### src/rtl/maxpool_stream.sv
// maxpool_stream: streaming KxK / stride-K signed max-pool over a row-major
// pixel stream, CHANNELS lanes side by side, one pixel per clock, no stall.
// The horizontal max is kept in a per-lane register. The vertical max across
// window rows is kept in a line buffer with one entry per output column.
// Optional build macro POOL_RELU_EN clamps negative pooled outputs to zero.
// The clamp is applied at the output register only.

// Per-lane datapath: running horizontal max, merge with the line buffer, optional clamp.
module maxpool_lane #(
    parameter int DATA_W = 16
) (
    input  logic signed [DATA_W-1:0] px,
    input  logic signed [DATA_W-1:0] h_max,
    input  logic signed [DATA_W-1:0] lb_val,
    input  logic                     first_col,
    input  logic                     first_row,
    output logic signed [DATA_W-1:0] h_next,
    output logic signed [DATA_W-1:0] win_max,
    output logic signed [DATA_W-1:0] pooled
);
    // A new window row restarts the horizontal max.
    assign h_next  = (first_col || (px > h_max)) ? px : h_max;
    // The first window row overwrites the stale line-buffer entry.
    assign win_max = (first_row || (h_next > lb_val)) ? h_next : lb_val;
`ifdef POOL_RELU_EN
    assign pooled  = win_max[DATA_W-1] ? '0 : win_max;
`else
    assign pooled  = win_max;
`endif
endmodule

module maxpool_stream #(
    parameter int DATA_W   = 16,
    parameter int CHANNELS = 4,
    parameter int IMG_W    = 24,
    parameter int IMG_H    = 24,
    parameter int K        = 2
) (
    input  logic                         clk,
    input  logic                         rst,
    input  logic                         valid_in,
    input  logic [CHANNELS*DATA_W-1:0]   data_in,
    output logic                         valid_out,
    output logic [CHANNELS*DATA_W-1:0]   data_out,
    output logic                         last_out
);
    // K is guarded so that an illegal K still elaborates far enough to reach the error below.
    localparam int KS  = (K < 1) ? 1 : K;
    localparam int OW  = IMG_W / KS;
    localparam int OH  = IMG_H / KS;
    localparam int KXW = (KS > 1) ? $clog2(KS) : 1;
    localparam int OCW = (OW > 1) ? $clog2(OW) : 1;
    localparam int ORW = (OH > 1) ? $clog2(OH) : 1;

    localparam logic [KXW-1:0] K_LAST  = KXW'(KS - 1);
    localparam logic [OCW-1:0] OC_LAST = OCW'(OW - 1);
    localparam logic [ORW-1:0] OR_LAST = ORW'(OH - 1);

    if (K < 1 || (IMG_W % KS) != 0 || (IMG_H % KS) != 0) begin : g_bad_cfg
        $error("maxpool_stream: K must be >= 1 and divide IMG_W and IMG_H");
    end

    logic [KXW-1:0] kx, ky;
    logic [OCW-1:0] oc;
    logic [ORW-1:0] orow;

    logic [CHANNELS-1:0][DATA_W-1:0] px, h_max, h_next, win_max, pooled, lb_rd;
    logic [CHANNELS*DATA_W-1:0]      lb [OW];

    logic first_col, first_row, win_done, out_fire, frame_end;

    assign px        = data_in;
    assign lb_rd     = lb[oc];
    assign first_col = (kx == '0);
    assign first_row = (ky == '0);
    assign win_done  = valid_in && (kx == K_LAST);
    assign out_fire  = win_done && (ky == K_LAST);
    assign frame_end = (oc == OC_LAST) && (orow == OR_LAST);

    for (genvar c = 0; c < CHANNELS; c++) begin : g_lane
        maxpool_lane #(.DATA_W(DATA_W)) u_lane (
            .px        (px[c]),
            .h_max     (h_max[c]),
            .lb_val    (lb_rd[c]),
            .first_col (first_col),
            .first_row (first_row),
            .h_next    (h_next[c]),
            .win_max   (win_max[c]),
            .pooled    (pooled[c])
        );
    end

    // Window/column/row counters, horizontal max and the output register.
    always_ff @(posedge clk) begin
        if (rst) begin
            kx        <= '0;
            ky        <= '0;
            oc        <= '0;
            orow      <= '0;
            h_max     <= '0;
            valid_out <= 1'b0;
            last_out  <= 1'b0;
            data_out  <= '0;
        end else begin
            valid_out <= 1'b0;
            last_out  <= 1'b0;
            if (valid_in) begin
                h_max <= h_next;
                if (kx == K_LAST) begin
                    kx <= '0;
                    if (oc == OC_LAST) begin
                        oc <= '0;
                        if (ky == K_LAST) begin
                            ky   <= '0;
                            orow <= (orow == OR_LAST) ? '0 : orow + 1'b1;
                        end else begin
                            ky <= ky + 1'b1;
                        end
                    end else begin
                        oc <= oc + 1'b1;
                    end
                end else begin
                    kx <= kx + 1'b1;
                end
            end
            if (out_fire) begin
                valid_out <= 1'b1;
                last_out  <= frame_end;
                data_out  <= pooled;
            end
        end
    end

    // Line buffer keeps unclamped partial column maxima. It is not reset.
    // The first window row overwrites whatever is in the buffer.
    always_ff @(posedge clk) begin
        if (!rst && win_done && (ky != K_LAST))
            lb[oc] <= win_max;
    end
endmodule

### config.mk
export PLATFORM = sky130hd
export DESIGN_NAME = maxpool_stream
export DESIGN_NICKNAME = d
export VERILOG_FILES = /design/src/rtl/maxpool_stream.sv
export SDC_FILE = /design/constraint.sdc
export NUM_CORES = 1
export LEC_CHECK = 0
export BUFFER_PORTS_ARGS = -buffer_cell sky130_fd_sc_hd__buf_2
export CAP_MARGIN = 10
export CORE_MARGIN = 8
export CORE_UTILIZATION = 30
export CTS_CLUSTER_DIAMETER = 120
export DETAILED_ROUTE_END_ITERATION = 7
export PLACE_DENSITY = 0.48
export SYNTH_ARGS = -nofsm -noshare
export SYNTH_HDL_FRONTEND = slang
export SYNTH_HIERARCHICAL = 1
export SYNTH_SLANG_ARGS = --single-unit
### constraint.sdc
create_clock -name clk -period 11.4 [get_ports clk]
set_clock_uncertainty 0.1 [all_clocks]
set_input_delay 1.14 -clock clk [delete_from_list [all_inputs] [get_ports clk]]
set_output_delay 1.14 -clock clk [all_outputs]
set_load 0.02 [all_outputs]
==> results of run 1 <==
-- registers in the layout, summed over array words and instances, names as in the netlist, named ones only --
| name | cells |
|---|---|
| kx | 1 |
| lb | 768 |
| oc | 4 |
| ky | 1 |
| last_out | 1 |
| h_max | 64 |
| orow | 4 |
| valid_out | 1 |
| data_out | 64 |
-- final cells by class --
type                    count  area [sq um]  share of cell area
flip-flops and latches    912         26000               0.551
clock buffers             136          2770              0.0587
multi-input cells        1590         13800               0.293
diodes                      1          2.50           0.0000531
inverters                 211           792              0.0168
repair buffers            182          1060              0.0224
well taps                1876          2350              0.0498
clock inverters            47           422             0.00895
-- cell usage in the layout, fill, tap and decap left out, types with 12 or more instances in the layout --
cell type,n
clkbuf_1,21
o221ai_1,44
o21ai_0,17
and3_1,64
mux4_2,64
nand2_1,225
mux2_4,20
o22ai_1,64
o221ai_2,20
inv_1,210
o31ai_1,20
buf_4,50
dfxtp_1,140
a22o_1,64
edfxtp_1,768
mux2_2,172
buf_2,130
clkbuf_16,98
nand3_1,13
mux2i_1,192
o31ai_2,45
clkbuf_8,17
a222oi_1,64
nand4_1,25
ha_1,134
a21o_1,12
nor2_1,96
a21oi_1,127
clkinv_2,20
-- cell usage after synthesis (65+ instances only) --
cell	number	area, sq um
nand2_1	225	845
dfxtp_1	144	2880
mux2_2	172	1940
buf_4	83	623
edfxtp_1	768	23100
inv_1	211	792
ha_1	134	1680
nor2_1	97	364
mux2i_1	192	1920
and3_1	65	407
clkbuf_1	75	282
a21oi_1	131	656
-- final timing paths --
check                                    to  slack (ns)  depth (start not counted)
hold reg to reg   data_out[46]$_SDFFE_PP0P_        0.35                          2
setup / recovery   data_out[6]$_SDFFE_PP0P_        5.15                         16
setup reg to reg  data_out[49]$_SDFFE_PP0P_        5.20                         14
hold / removal    data_out[46]$_SDFFE_PP0P_        0.35                          2
-- power groups by stage --
stage | Clock, mW | Combinational, mW | Sequential (mW)
2_1_floorplan | 0 | 0.594 | 3.84
4_1_cts | 3.25 | 0.793 | 3.78
3_3_place_gp | 0 | 0.782 | 3.85
5_1_grt | 3.36 | 0.874 | 3.78
6_report | 3.16 | 0.784 | 3.78
3_5_place_dp | 0 | 0.789 | 3.85
-- cell families (layout without fill, tap and decap cells) --
group	after synthesis	in the layout
other	0	1
XOR/XNOR	1	1
flip-flops	912	912
AO/OA/AOI/OAI	509	509
multiplexers	448	448
buffers and inverters	449	576
adder cells (fa/ha/maj)	134	134
AND/OR/NAND/NOR	498	498
-- worst max-delay path, stage by stage --
cell and delay [ns]:
buf_2 0.13, ha_1 0.59, nand4_2 0.22, nor3_1 0.27, or2_1 0.59, or4_1 0.73, o221ai_1 0.29, ha_1 0.39
nand4_1 0.17, nor4_1 0.39, a21oi_1 0.14, a21oi_2 0.63, buf_4 0.34, mux2_2 0.47, nand2_1 0.09, a21oi_1 0.07
-- stage by stage --
step / hold slack, ns / setup WS, ns
detailed placement: 0.344 / 4.52
CTS: 0.352 / 5.04
global placement: 0.342 / 4.61
floorplan: 0.369 / 3.02
global route: 0.367 / 4.74
finish: 0.349 / 5.15
-- metal layers --
layer / vias to the layer above / global-route usage / part of all wire
met1: 12700 / 0.202 / 0.46
met3: 146 / 0.0252 / 0.045
met4: 0 / 0.0446 / 0.025
li1: 11400 / - / -
met2: 532 / 0.246 / 0.47
met5: - / 0 / 0
==> flow_summary.ini, run 1 <==
[min_path]
hp-start = data_out[46]$_SDFFE_PP0P_
hold_path.class = flip-flop to flip-flop

[logic_synthesis]
synth-compound-area-share = 0.0970
synth_flop_cell = edfxtp_1
synth_xor_xnor_area_share = 0.000209
synth_top_family_by_area = multiplexers
muxShareOfSynthArea = 0.134
async_flop_share = 0
ys_seq_area_frac = 0.620
syn_inst = 2951
synth.avg_cell_area_sq_um = 14.2
syn_nets = 3152
synthesis.area_sq_mm = 0.0419
synthAdderAreaFrac = 0.0401
ys_ff_latch = 912
synth_edf_count = 768
synth-simple-area-share = 0.0560
ys.warnings.count = 6
synth_cell_types = 54

[worst_setup_path]
path_max_fanout = 19
cp-end-kind = flip-flop
required_ns = 11.81
timing_worst_setup_path_type = input port to flip-flop
cp-startpoint = data_in[15]
worstSetupStartpointType = input port
critPathArrivalTime_ns = 6.66

[final_layout]
fin_area_sq_mm = 0.0471
num-fill-cells = 13600
fin_nets = 3195
area_delta_synth_final_pct = 12.6
drive_gt1_frac = 0.226
stdcell_count = 4955
final_core_util = 0.339

[clock_tree]
cts_max_level = 3
clk_latency_ns = 0.67
post_cts_buffers = 0
cts_buffer_depth = 3
numCtsBuffers = 97
cts.clk_slew.worst_paths_ns = 0.06
cts_sinks = 912
cts_resized = 0
holdBufCountCts = 0
cts_root_buf = clkbuf_16
cts_tree = yes

[grt]
grt_pass1_vias = 25400
grt.total_usage = 0.149
grt_pass1_wl_microns = 172000
grt_remaining_overflow = 0
antenna_found_initial = 5
grt_start_max_net_pins = 136

[detailed_routing]
via_per_inst = 5.00
drtIter0Drc = 1826
wl_per_cell_microns = 23.6
dr.pass1.iters = 7
via_count = 24800
ant_nets = 0
drc = 0
wirelength_microns = 117000

[sta]
rsz0062_at_grt = no
finalSetupTns_ns = 0
worstMarginPinSlew_ns = 1.19
setup_viol = 0
min_period_over_period = 0.548
slew_violations = 0
relSlewSlack = 0.203
max_freq_mhz = 160
min_period_ns = 6.25
hold_viol_final = 0

[power_and_ir_drop]
p_sw_mw = 1.88
p_leak_nw = 16.1
ir_drop_v = 0.000116
pwr-share-seq = 0.490
finalPower_mw = 7.72
p_int_mw = 5.84
switching_share = 0.244
comb_power_share = 0.102
clkPwrFrac = 0.409
power_density_mw_per_mm2 = 164

[placed_design]
placed_cells = 4771
placed_area_sq_mm = 0.0439
post-dp-hpwl_microns = 66700
routabilityCongestion = 0.785
portBuffers = 132

[floorplanning]
core_area_sq_mm = 0.139
die_x_microns = 390
start_util = 0.301
die_h_microns = 390
fp-row-count = 137
boundaryPins = 133
die-area_sq_mm = 0.152

[status]
outcome = completed

[flow_run]
cap_violations = 0
Note: power is estimated with default switching activity, not from simulation.
==> inputs of run 2 (changes only) <==
Settings changed: ABC_AREA from default to 1, PLACE_DENSITY 0.48 to 0.5.
Clock period 11.4 ns to 5.2 ns, I/O delays scaled along.
==> run 2 against run 1 <==
Sequential cell count is the same. Sequential power grew 120%. Critical path depth grew 9. Critical path type is now flip-flop to flip-flop.
==> flow_summary.ini, run 2 <==
[status]
outcome = completed

[logic_synthesis]
ys_seq_area_frac = 0.598
synthesis.area_sq_mm = 0.0434
yosys-top-cells-area = edfxtp_1 53%, nand2_1 11%, dfxtp_1 6.6%
syn_nets = 4839
yosys.area.top_type = edfxtp_1
synth.avg_cell_area_sq_um = 9.35
netlist.area_leader.share = 0.532
ys_ff_latch = 912
synthTopCellsByCount = 1223 x nand2_1, 768 x edfxtp_1, 671 x inv_1, 535 x nand3_1, 314 x nor2_1
synth_flop_cell = edfxtp_1
syn_inst = 4638
synth_edf_count = 768
ys.warnings.count = 6
synth_cell_types = 28
async_flop_share = 0
synth_most_common_cell = nand2_1

[power_and_ir_drop]
power_density_mw_per_mm2 = 364
ir_drop_v = 0.000249
finalPower_mw = 17.8
p_leak_nw = 20.5

[detailed_routing]
wl_per_cell_microns = 18.8
drtIter0Drc = 2382
via_count = 30800
dr.pass1.iters = 5
ant_nets = 0
drc = 0
wirelength_microns = 125000
via_per_inst = 4.63

[final_layout]
final_core_util = 0.341
largestRegisters = lb x768, data_out x64, h_max x64
layout_common_cells = 1223 x nand2_1, 768 x edfxtp_1, 668 x inv_1
fin_nets = 4870
final_common_cell = nand2_1
drive_gt1_frac = 0.0862
largest_register_ffs = 768
stdcell_count = 6663
largest_register = lb
area_delta_synth_final_pct = 12.7

[worst_setup_path]
required_ns = 5.72
cp_top_family = simple AND/OR/NAND/NOR gates
cp-end-kind = flip-flop
path_max_fanout = 17
timing_worst_setup_path_type = flip-flop to flip-flop
worstSetupStartpointType = flip-flop
critPathBufInv = 2
cp_slowest_cell = nand2_1
max_stage_delay_ns = 0.40
crit_top_cell = nand2_1
critPathArrivalTime_ns = 5.00

[sta]
relSlewSlack = 0.255
min_period_ns = 4.48
rsz0062_at_grt = no
worstMarginPinSlew_ns = 1.12
setup_viol = 0
hold_viol_final = 0
slew_violations = 0
min_period_over_period = 0.862
max_freq_mhz = 223

[clock_tree]
cts_buffer_depth = 3
numCtsBuffers = 102
cts_resized = 0
cts_max_level = 3
clk_latency_ns = 0.69
cts_root_buf = clkbuf_16
cts_sinks = 912
cts_tree = yes
post_cts_buffers = 0
cts.clk_slew.worst_paths_ns = 0.06
holdBufCountCts = 0

[floorplanning]
die-area_sq_mm = 0.157
boundaryPins = 133
die_h_microns = 396
die_x_microns = 396
fp-row-count = 139
start_util = 0.302
core_area_sq_mm = 0.143

[flow_run]
cap_violations = 0

[grt]
antenna_found_initial = 5
grt_remaining_overflow = 0
grt_start_max_net_pins = 155
grt_pass1_vias = 29300
grt.total_usage = 0.154
grt_pass1_wl_microns = 187000

[placed_design]
portBuffers = 132
routabilityCongestion = 0.839
placed_cells = 6468
post-dp-hpwl_microns = 71000

[min_path]
hold_path.class = input port to flip-flop
[run 2: cell types whose count changed after synthesis, sizes merged, moves of 65 or more]
cell	delta
o31ai	-65
inv	+468
mux2i	-192
mux2	-192
nand2	+1017
nor2	+216
o21ai	+263
nand3	+522
[run 2: worst paths after layout]
check | slack, ns | startpoint | end | depth (start not counted)
setup / recovery | 0.72 | h_max[31]$_SDFFE_PP0P_ | data_out[22]$_SDFFE_PP0P_ | 25
hold / removal | 0.24 | data_in[32] | h_max[32]$_SDFFE_PP0P_ | 7
setup reg to reg | 0.72 | h_max[31]$_SDFFE_PP0P_ | data_out[22]$_SDFFE_PP0P_ | 25
hold reg to reg | 0.36 | data_out[34]$_SDFFE_PP0P_ | data_out[34]$_SDFFE_PP0P_ | 2
[run 2: metrics by stage]
stage	TNS, ns	worst slack, ns	area (sq um)	hold WS, ns
after floorplan	-657.81	-0.965	43400	0.348
after global placement	0	0.552	45500	0.351
after detailed placement	0	0.552	45500	0.352
after CTS	0	0.737	48900	0.192
after global routing	0	0.199	48900	0.239
final	0	0.717	48900	0.241
[run 2: where the power goes]
part | switching, mW | total, mW | internal, mW
clock network | 3.01 | 7.32 | 4.31
registers | 0.0384 | 8.22 | 8.18
logic | 1.61 | 2.27 | 0.655
[run 2: cell type report]
cell class / instances / area, sq um
inverters: 683 / 2580
well taps: 1903 / 2380
clock inverters: 61 / 654
repair buffers: 208 / 1400
clock buffers: 133 / 2730
fillers: 14600 / 94600
diodes: 1 / 2.50
flip-flops and latches: 912 / 26000
multi-input cells: 2762 / 13200
[run 2: logic make-up (layout without fill, tap and decap cells)]
family / after synthesis / after routing / share of synthesized area
buf+inv: 964 / 1085 / 0.0997
simple gates: 2196 / 2196 / 0.213
flops: 912 / 912 / 0.598
fa+ha+maj: 134 / 134 / 0.0387
compound gates: 432 / 432 / 0.0501
other cells: 0 / 1 / 0
[run 2: worst register-to-register path: cells and delay by family (launching register included)]
kind	cells	cell delay, ns
AO/OA/AOI/OAI	4	0.60
adder cells (fa/ha/maj)	2	0.65
buffers and inverters	2	0.46
flip-flops	1	0.32
AND/OR/NAND/NOR	17	2.30
[run 2: layer usage]
layer / global-route usage / up-vias / share of wire
met5: 0 / - / 0.00029
met4: 0.0382 / 6 / 0.021
met3: 0.0204 / 158 / 0.045
met2: 0.257 / 680 / 0.47
met1: 0.212 / 14900 / 0.46
li1: - / 15100 / -
